--- src/rtl/keypad_entry_controller_pkg.sv ---
// rtl/keypad_entry_controller_pkg.sv - shared state encodings, key patterns and defaults for the keypad front end
package keypad_entry_controller_pkg;

  typedef enum logic [2:0] {
    ST_IDLE         = 3'd0,
    ST_DEBOUNCE     = 3'd1,
    ST_CAPTURE      = 3'd2,
    ST_WAIT_RELEASE = 3'd3,
    ST_FULL         = 3'd4
  } state_t;

  localparam logic [9:0] KEY_0 = 10'b0000000001;
  localparam logic [9:0] KEY_1 = 10'b0000000010;
  localparam logic [9:0] KEY_2 = 10'b0000000100;
  localparam logic [9:0] KEY_3 = 10'b0000001000;
  localparam logic [9:0] KEY_4 = 10'b0000010000;
  localparam logic [9:0] KEY_5 = 10'b0000100000;
  localparam logic [9:0] KEY_6 = 10'b0001000000;
  localparam logic [9:0] KEY_7 = 10'b0010000000;
  localparam logic [9:0] KEY_8 = 10'b0100000000;
  localparam logic [9:0] KEY_9 = 10'b1000000000;

  localparam int DEFAULT_DEBOUNCE_CYCLES = 4;
  localparam int DEFAULT_NUM_DIGITS      = 4;

  // Clearing the lowest set bit leaves zero only when exactly one bit was set.
  function automatic logic is_one_hot(input logic [9:0] v);
    return (v != 10'd0) && ((v & (v - 10'd1)) == 10'd0);
  endfunction

endpackage

--- src/rtl/decimal_bcd_encoder.sv ---
// rtl/decimal_bcd_encoder.sv - one-hot decimal key pattern to BCD digit
module decimal_bcd_encoder
  import keypad_entry_controller_pkg::*;
(
  input  logic [9:0] onehot,
  output logic [3:0] bcd
);

  always_comb begin
    bcd = 4'd0;
    case (onehot)
      KEY_0:   bcd = 4'd0;
      KEY_1:   bcd = 4'd1;
      KEY_2:   bcd = 4'd2;
      KEY_3:   bcd = 4'd3;
      KEY_4:   bcd = 4'd4;
      KEY_5:   bcd = 4'd5;
      KEY_6:   bcd = 4'd6;
      KEY_7:   bcd = 4'd7;
      KEY_8:   bcd = 4'd8;
      KEY_9:   bcd = 4'd9;
      default: bcd = 4'd0;
    endcase
  end

endmodule

--- src/rtl/keypad_entry_controller.sv ---
// rtl/keypad_entry_controller.sv - debounces keypad presses and assembles a multi-digit code with ready/ack
module keypad_entry_controller
  import keypad_entry_controller_pkg::*;
#(
  parameter int DEBOUNCE_CYCLES = DEFAULT_DEBOUNCE_CYCLES,
  parameter int NUM_DIGITS      = DEFAULT_NUM_DIGITS
) (
  input  logic                            clock,
  input  logic                            reset_n,
  input  logic                            enable,
  input  logic [9:0]                      keys,
  input  logic                            clear,
  input  logic                            ack,
  output logic                            digit_valid,
  output logic [3:0]                      digit_bcd,
  output logic                            key_error,
  output logic [$clog2(NUM_DIGITS+1)-1:0] count,
  output logic [4*NUM_DIGITS-1:0]         digits,
  output logic                            code_ready
);

  localparam int CW = $clog2(NUM_DIGITS + 1);
  localparam int DW = 4 * NUM_DIGITS;
  localparam logic [7:0]    DB_LAST   = 8'(DEBOUNCE_CYCLES - 1);
  localparam logic [CW-1:0] COUNT_MAX = CW'(NUM_DIGITS);

  state_t      state, state_next;
  logic [9:0]  sync1, ks, kl;
  logic [7:0]  dcnt, rcnt;
  logic [3:0]  enc_bcd;
  logic        key_error_q;

  decimal_bcd_encoder u_encoder (
    .onehot (kl),
    .bcd    (enc_bcd)
  );

  always_ff @(posedge clock or negedge reset_n) begin
    if (!reset_n) begin
      sync1 <= '0;
      ks    <= '0;
    end else begin
      sync1 <= keys;
      ks    <= sync1;
    end
  end

  always_ff @(posedge clock or negedge reset_n) begin
    if (!reset_n) state <= ST_IDLE;
    else          state <= state_next;
  end

  always_comb begin
    state_next = state;
    if (clear) begin
      state_next = ST_WAIT_RELEASE;
    end else begin
      case (state)
        ST_IDLE:
          if (enable && ks != 10'd0)
            state_next = is_one_hot(ks) ? ST_DEBOUNCE : ST_WAIT_RELEASE;
        ST_DEBOUNCE:
          if (ks != kl)            state_next = ST_IDLE;
          else if (dcnt == DB_LAST) state_next = ST_CAPTURE;
        ST_CAPTURE:
          state_next = ST_WAIT_RELEASE;
        ST_WAIT_RELEASE:
          if (ks == 10'd0 && rcnt == DB_LAST)
            state_next = (count == COUNT_MAX) ? ST_FULL : ST_IDLE;
        ST_FULL:
          if (ack) state_next = ST_IDLE;
        default:
          state_next = ST_IDLE;
      endcase
    end
  end

  // Datapath registers; clear outranks any capture or ack in the same cycle.
  always_ff @(posedge clock or negedge reset_n) begin
    if (!reset_n) begin
      kl          <= '0;
      dcnt        <= '0;
      rcnt        <= '0;
      digits      <= '0;
      count       <= '0;
      key_error_q <= 1'b0;
    end else if (clear) begin
      dcnt        <= '0;
      rcnt        <= '0;
      digits      <= '0;
      count       <= '0;
      key_error_q <= 1'b0;
    end else begin
      key_error_q <= (state == ST_IDLE) && enable && (ks != 10'd0) && !is_one_hot(ks);
      case (state)
        ST_IDLE: begin
          rcnt <= '0;
          if (enable && is_one_hot(ks)) begin
            kl   <= ks;
            dcnt <= '0;
          end
        end
        ST_DEBOUNCE:
          if (ks == kl && dcnt != DB_LAST) dcnt <= dcnt + 8'd1;
        ST_CAPTURE: begin
          rcnt <= '0;
          if (count != COUNT_MAX) begin
            digits <= (digits << 4) | DW'(enc_bcd);
            count  <= count + CW'(1);
          end
        end
        ST_WAIT_RELEASE:
          rcnt <= (ks != 10'd0) ? 8'd0 : rcnt + 8'd1;
        ST_FULL:
          if (ack) begin
            digits <= '0;
            count  <= '0;
          end
        default: ;
      endcase
    end
  end

  always_comb begin
    digit_valid = (state == ST_CAPTURE);
    digit_bcd   = (state == ST_CAPTURE) ? enc_bcd : 4'd0;
    code_ready  = (state == ST_FULL);
    key_error   = key_error_q;
  end

endmodule

--- config.mk ---
export PLATFORM = sky130hd
export DESIGN_NAME = keypad_entry_controller
export DESIGN_NICKNAME = d
export VERILOG_FILES = /design/src/rtl/keypad_entry_controller_pkg.sv /design/src/rtl/decimal_bcd_encoder.sv /design/src/rtl/keypad_entry_controller.sv
export SDC_FILE = /design/constraint.sdc
export NUM_CORES = 1
export LEC_CHECK = 0
export BUFFER_PORTS_ARGS = -buffer_cell sky130_fd_sc_hd__buf_4
export CORE_MARGIN = 10
export CORE_UTILIZATION = 35
export DETAILED_ROUTE_END_ITERATION = 8
export PLACE_DENSITY = 0.55
export SYNTH_ARGS = -nofsm -noshare
export SYNTH_HDL_FRONTEND = slang
export SYNTH_SLANG_ARGS = --single-unit
--- constraint.sdc ---
create_clock -name clock -period 3.3 [get_ports clock]
set_clock_uncertainty 0.1 [all_clocks]
set_input_delay 0.165 -clock clock [delete_from_list [all_inputs] [get_ports clock]]
set_output_delay 0.165 -clock clock [all_outputs]
set_load 0.02 [all_outputs]
Word level (Yosys, flattened, before mapping) --
Cells that the tools add are included.
Operators by class: muxes and demuxes 26, equal/unequal tests 27, reductions and logical operators 21, bitwise logic cells 3, add/subtract/negate cells 4
Operator list (count):
- two-way mux 16 bit | 3
- two-way mux 8 bit | 5
- one-hot mux 4 bit (9 select lines) | 1
- one-hot mux 16 bit (2 select lines) | 1
- one-hot mux 8 bit (2 select lines) | 2
- two-way mux 3 bit | 9
- zero test 10 bit | 2
- adder 8 x 1 -> 8 bit, second input constant | 2
- equality test 8 x 2 -> 1 bit, second input constant | 2
- bitwise OR 16 x 4 -> 16 bit | 1
- != test 3 bit, second input constant | 5
- one-hot mux 3 bit (5 select lines) | 1
- bitwise AND 10 bit | 1
- equality test 10 bit | 1
- equality test 10 bit, second input constant | 1
- equality test 10 x 2 -> 1 bit, second input constant | 1
- equality test 10 x 3 -> 1 bit, second input constant | 1
- equality test 10 x 4 -> 1 bit, second input constant | 1
- equality test 10 x 5 -> 1 bit, second input constant | 1
- equality test 10 x 6 -> 1 bit, second input constant | 1
- equality test 10 x 7 -> 1 bit, second input constant | 1
- equality test 10 x 8 -> 1 bit, second input constant | 1
- equality test 10 x 9 -> 1 bit, second input constant | 1
- != test 10 bit | 1
- other kinds (21) | 35
Storage, ports and cells: logic and storage cells 90, bits in registers 69, output and inout port bits 26

Longest topological paths before layout --
Gate-level depths: netlist (run 1).
depth in word-level cells 8, mapped depth 8

Modules after synthesis --
Synthesis (run 1) repeated with hierarchy kept, for this count alone.
Unflattened totals: cells, all modules 320, area total of the unflattened synthesis 3270.6 um^2
By module, submodules not included:
- keypad_entry_controller | sequential area each 1726.7 um^2, cells an instance 295, area an instance 3110.5 um^2, times used 1
- decimal_bcd_encoder | sequential area each 0.0 um^2, cells an instance 25, area an instance 160.2 um^2, times used 1

Worst setup path after synthesis (run 1) --
Ideal clock, no wire load.
path type reg-to-reg, from reg ks[5], to reg kl[0], data arrival time 1.906 ns, setup time 0.125 ns, clock period less this slack 2.131 ns, slack 1.169 ns, stages on the path, launching flop included 7, data required time 3.075 ns, path buffers 0, cells stage by stage dfrtp_1 > or3_1 > o32ai_1 > a31oi_1 > or2_4 > nor2_8 > mux2_2
On the way: cells in the longest elaborated chain, start to end 6, elaborated cells between the ends (all ways) 7, classes of those cells 1 x add/sub; 1 x bitwise; 5 x reduce/logical
Ends and longest elaborated chain:
- from (decl) | RTL line keypad_entry_controller.sv:28 | logic [9:0] sync1, ks, kl;
- from (signal assigned) | RTL line keypad_entry_controller.sv:44 | ks <= sync1;
- subtractor 10 x 1 -> 10 bit | RTL line keypad_entry_controller_pkg.sv:28 | return (v != 10'd0) && ((v & (v - 10'd1)) == 10'd0);
- bitwise AND 10 bit | RTL line keypad_entry_controller_pkg.sv:28
- zero test 10 bit | RTL line keypad_entry_controller_pkg.sv:28
- logical AND 1 bit (*) | RTL line keypad_entry_controller_pkg.sv:28
- logical AND 1 bit (*) | RTL line keypad_entry_controller.sv:98 | if (enable && is_one_hot(ks)) begin
- AND reduction 3 bit (no line) (*)
- to (signal assigned) | RTL line keypad_entry_controller.sv:99 | kl <= ks;
- to (decl) | RTL line keypad_entry_controller.sv:28
Mark *: on every way between the ends. The rest lies on a longest branch, timed or not. A chain may end at the register's enable or synchronous reset.

Final worst setup path (run 1) --
from reg kl[2], to out digit_bcd[0]
On the way: cells in the longest elaborated chain, start to end 3, elaborated cells between the ends (all ways) 11, classes of those cells 9 x eq/ne; 2 x mux
Ends and longest elaborated chain:
- equality test 10 bit (tied with other cells) | RTL line decimal_bcd_encoder.sv:11 | case (onehot)
- one-hot mux 4 bit (9 select lines) (*) | RTL line decimal_bcd_encoder.sv:11
- two-way mux 4 bit (*) | RTL line keypad_entry_controller.sv:126 | digit_bcd = (state == ST_CAPTURE) ? enc_bcd : 4'd0;
- to (decl) | RTL line keypad_entry_controller.sv:15 | output logic [3:0] digit_bcd,
Marked as above.

==> flow_metrics.tcl, run 1 <==
set metrics [dict create \
    chipHeight_um 116 \
    gp_congestion 0.850 \
    diodes 0 \
    cp-start-kind "flip-flop" \
    vias 2363 \
    arrival_ns 2.24 \
    initialDrtViolationCount 130 \
    cts_resized 0 \
    syn_area_per_cell_um2 11.0 \
    synthCells 292 \
    synth.top_cell.area_share_pct 53.7 \
    crit_path_end_kind "output port" \
    period_needed_ns 2.50 \
    die_x_um 116 \
    drv_cap 0 \
    ir_drop_v 0.000276 \
    report.final.slew_viol_count 0 \
    crit_type "flip-flop to output port" \
    ys_types 46 \
    final.setup.tns_ns 0 \
    drt_wl_total_mm 6.80 \
    max_slew.worst_pin.slew_ns 0.852 \
    dp_hpwl_mm 4.67 \
    drc 0 \
    synthFlopType "dfrtp_1" \
    wl_per_cell_um 14.8 \
    synthesis.nets 311 \
    fin_crit_sh_pct 75.8 \
    setup_viol 0 \
    synth.area.top_cells "dfrtp_1 54%, a22o_1 6.0%, o21ai_0 4.2%, mux2_2 3.2%, xnor2_1 2.5%" \
    viasPerCell 5.16 \
    final_nets 364 \
    fp.coreArea_um2 8850 \
    grt_pass1_vias 2382 \
    synth_edf_count 0 \
    antenna_found_initial 0 \
    synth_top_cell_by_area "dfrtp_1" \
    dr.pass1.iters 5 \
    status "complete, no violations" \
    rsz0062_at_grt "no" \
    hold_viol 0 \
    io_pins 41 \
    slew_headroom_pct 43.2 \
    p_leak_nw 1.81 \
    p_total_mw 1.68 \
    ys_warn_count 0 \
    overflow 0 \
    ant_nets 0 \
    critical_path_required_ns 3.03 \
    async_reset_ff_share_pct 100 \
    grt_max_degree 70 \
    cts_made_buffers 9 \
    root_buffer "clkbuf_8" \
    clk_latency_ns 0.34 \
    yosysSeqAreaShare_pct 53.7 \
    powerDensity_nw_per_um2 431 \
    grt_pass1_wl_mm 11.6 \
    clk_path_buf_depth 2 \
    stdcell_area_um2 3910 \
    fp.dieArea_um2 13400 \
    area_growth_syn_to_layout_pct 21.6 \
    fmax_ghz 0.400 \
    cts_tree "done" \
    io_buffers 40 \
    cts.sinks 69 \
    cts_htree_levels 3 \
    hold_buffers 11 \
    synth_area_um2 3210 \
    drive_gt1_share_pct 22.6 \
    synth_seq_cells 69 \
    cp_max_fo 6 \
    rows 34 \
    clk_pin_slew_ns 0.08 \
    post_cts_buffers 0 \
    place_area_um2 3610 \
    min_path_type "primary input to flip-flop" \
    start_util_pct 36.3 \
    grt_use_total_pct 10.8 \
]
## worst paths after layout
check                                   start                     end  slack, ns  depth (start not counted)
setup / recovery            kl[2]$_DFFE_PN0P_            digit_bcd[0]       0.80                          6
max in group asynchronous             reset_n         ks[0]$_DFF_PN0_       2.17                          2
hold / removal                            ack    state[2]$_DFFE_PN0P_       0.05                          4
min in group asynchronous             reset_n  digits[13]$_DFFE_PN0P_       0.38                          2
hold reg to reg            sync1[7]$_DFF_PN0_         ks[7]$_DFF_PN0_       0.25                          0
setup reg to reg              ks[5]$_DFF_PN0_       kl[2]$_DFFE_PN0P_       1.01                          6
## synthesized netlist by cell type (5+ instances only)
cell / number
o21ai_0: 27
nand3_1: 9
a31oi_1: 5
nor3_1: 9
a22o_1: 22
nor2_1: 17
xnor2_1: 9
mux2_2: 9
nand2b_1: 7
xor2_1: 7
dfrtp_1: 69
nand2_1: 20
buf_2: 7
o31ai_1: 6
inv_1: 5
## power by group
| group | internal (mW) | switching [mW] |
|---|---|---|
| combinational | 0.0633 | 0.0918 |
| sequential | 0.867 | 0.0270 |
| clock | 0.298 | 0.336 |
| total | 1.23 | 0.455 |
## routing by layer
metal | GRT usage (%) | wire length, um
met2 | 15.7 | 2800
met1 | 14.1 | 3410
met5 | 0 | 0
met4 | 3.09 | 68
met3 | 4.96 | 521
## metrics by stage
step / utilization, % / setup slack (ns) / hold slack [ns] / std cells
final: 44.2 / 0.797 / 0.0525 / 458
after global routing: 44.2 / 0.563 / 0.0383 / 458
after CTS: 44.2 / 0.792 / 0.0337 / 458
after detailed placement: 40.8 / 1.02 / 0.176 / 431
after global placement: 40.8 / 1.03 / 0.174 / 431
after floorplan: - / 1.17 / -0.231 / 292
## placed cells by master, fill, tap and decap left out, types with 3 or more instances in the layout
cell type,n
nor2_1,17
a22o_1,22
xnor2_1,9
xor2_1,7
or2_2,4
and3_1,4
nand3_1,9
dfrtp_1,69
a21oi_1,4
clkbuf_8,10
nor3b_1,3
nand2_1,20
dlygate4sd3_1,11
o21ai_0,27
ha_1,4
o31ai_1,6
a31oi_1,5
nand4_1,4
or3_1,3
buf_4,42
inv_1,5
nand2b_1,7
nor3_1,9
mux2_2,9
and2_1,4
## final cells by class
cell class,count,area [um2]
clock buffers,10,138
clock inverters,6,46.3
fillers,858,4940
inverters,5,18.8
multi-input cells,207,1420
flip-flops and latches,69,1730
well taps,108,135
repair buffers,53,425
## critical path, stage by stage (launching register included)
cell and delay [ns]:
dfrtp_1 0.47, or4_1 0.52, a2111oi_0 0.39, a21oi_1 0.08, nor2_1 0.14, and2_1 0.16, buf_4 0.15
## kinds of logic after synthesis
family | Yosys count | share of synthesized area [%]
buf+inv | 16 | 2.14
compound gates | 74 | 16.2
simple gates | 102 | 18.2
mux | 10 | 3.50
fa+ha+maj | 5 | 1.87
xor+xnor | 16 | 4.36
flops | 69 | 53.7
## sequential cells by signal, summed over array words and instances (netlist names)
signal / flops
count: 3
dcnt: 8
digits: 16
key_error: 1
kl: 10
ks: 10
rcnt: 8
state: 3
sync1: 10
(Power assumes the default switching activity.)
==> inputs of run 2 (changes only) <==
- PLACE_DENSITY: 0.55 -> 0.57
- clock period: 3.3 -> 2.1 ns (I/O delays scaled with it)
==> flow_metrics.tcl, run 2 (synthesis gave the netlist of run 1 again) <==
set metrics [dict create \
    initialDrtViolationCount 113 \
    ir_drop_v 0.000503 \
    gp_congestion 0.814 \
    drt_wl_total_mm 7.64 \
    cts.sinks 69 \
    powerDensity_nw_per_um2 688 \
    p_total_mw 3.06 \
    dr.pass1.iters 4 \
    cp_slowest_cell "dfrtp_1" \
    timing.rr.end "kl[5]$_DFFE_PN0P_" \
    largest_reg_flops 16 \
    clk_latency_ns 0.36 \
    hp-start "clear" \
    max_stage_delay_ns 0.40 \
    grt_pass1_vias 2614 \
    drive_gt1_share_pct 35.2 \
    io_pins 41 \
    start_util_pct 36.3 \
    cts_htree_levels 3 \
    critical_path_required_ns 2.24 \
    final_cell_mix "77 x buf_4, 68 x dfrtp_1, 24 x o21ai_0" \
    cts_made_buffers 9 \
    grt_pass1_wl_mm 12.7 \
    clk_pin_slew_ns 0.08 \
    dp_hpwl_mm 5.03 \
    r2r_slack_ns -0.12 \
    failed_checks "setup timing" \
    wl_per_cell_um 15.3 \
    max_slew.worst_pin.slew_ns 0.556 \
    min_path_type "primary input to flip-flop" \
    top_register "digits" \
    crit_type "flip-flop to flip-flop" \
    slew_headroom_pct 63.0 \
    fp.coreArea_um2 8850 \
    path_cells "or3_4, o32ai_2, a31oi_1, or2_4, nor2_4, mux2_2" \
    diodes 0 \
    cp-start-kind "flip-flop" \
    cts_tree "done" \
    vias 2618 \
    root_buffer "clkbuf_8" \
    fmax_ghz 0.450 \
    hold_viol 0 \
    rows 34 \
    drv_cap 0 \
    grt_use_total_pct 11.8 \
    antenna_found_initial 0 \
    area_growth_syn_to_layout_pct 38.4 \
    timing.rr.start "ks[7]$_DFF_PN0_" \
    holdWs_ns 0.0481 \
    clk_path_buf_depth 2 \
    r2r_cells 6 \
    p_leak_nw 2.09 \
    final_nets 406 \
    crit_path_end_kind "flip-flop" \
    fin_crit_sh_pct 106 \
    viasPerCell 5.24 \
    setup.worst_path.start "ks[7]$_DFF_PN0_" \
    die_x_um 116 \
    crit_end "kl[5]$_DFFE_PN0P_" \
    cp_max_fo 5 \
    chipHeight_um 116 \
    period_needed_ns 2.22 \
    overflow 0 \
    status "finished, violations left" \
    io_buffers 40 \
    arrival_ns 2.36 \
    report.final.slew_viol_count 0 \
    ant_nets 0 \
    setup_viol 16 \
    grt_max_degree 46 \
    layout_commonest_cell "buf_4" \
    postLayoutSetupSlackWorst_ns -0.122 \
    rsz0062_at_grt "yes" \
    drc 0 \
    fp.dieArea_um2 13400 \
]
[run 2: cell types whose count changed in the layout (fill, tap and decap cells not counted), sizes merged]
cell | before | now
dlygate4sd3 | 11 | 12
clkbuf | 10 | 9
bufinv | 0 | 3
inv | 7 | 6
clkinv | 2 | 1
nor2 | 18 | 19
buf | 42 | 82
[run 2: through the flow]
| step | cell area [um2] | utilization, % | setup TNS [ns] | setup WS, ns | cells |
|---|---|---|---|---|---|
| 2_1_floorplan | 3210 | - | -0.00778 | -0.000865 | 292 |
| 3_3_place_gp | 3820 | 43.1 | -0.869 | -0.0819 | 458 |
| 3_5_place_dp | 3820 | 43.1 | -0.905 | -0.0816 | 458 |
| 4_1_cts | 4370 | 49.4 | -1.01 | -0.0951 | 498 |
| 5_1_grt | 4450 | 50.3 | -2.55 | -0.198 | 500 |
| 6_report | 4450 | 50.3 | -0.820 | -0.122 | 500 |
[run 2: final cells by class]
class	count	area, um2
multi-input cells	208	1570
fillers	795	4400
clock inverters	7	123
repair buffers	94	754
flip-flops and latches	69	1730
well taps	108	135
clock buffers	9	124
inverters	5	18.8
[run 2: what timing repair did]
item | CTS | global route
resized for setup | 23 | 15
hold buffers | 12 | 0
setup endpoints to repair | 17 | 31
pin swaps | 14 | 13
cloned | 1 | 0
endpoints found under the hold margin | 53 | 0
setup buffers | 11 | 5
[run 2: worst max-delay path: cells and delay by family, from the launching register on]
kind / cells / cell delay [ns]
compound gates: 2 / 0.33
simple gates: 3 / 0.93
mux: 1 / 0.35
flops: 1 / 0.40
[run 2: worst min path at each step]
stage | end | depth (start not counted)
after floorplan | count[0]$_DFFE_PN0P_ | 0
after global placement | digits[12]$_DFFE_PN0P_ | 1
after detailed placement | digits[12]$_DFFE_PN0P_ | 1
after CTS | state[1]$_DFFE_PN0P_ | 3
after global routing | state[1]$_DFFE_PN0P_ | 3
final | state[1]$_DFFE_PN0P_ | 3
[run 2: power by group]
part | switching, mW | internal (mW)
clock network | 0.545 | 0.794
registers | 0.0386 | 1.36
logic | 0.171 | 0.146
[run 2: metal layers]
layer  vias up  routed length (um)  track usage, %
met5         -                   0               0
met4         0                  70            5.00
met3         7                 445            3.46
met2        68                3400            17.6
met1      1282                3720            15.6
li1       1261                   -               -
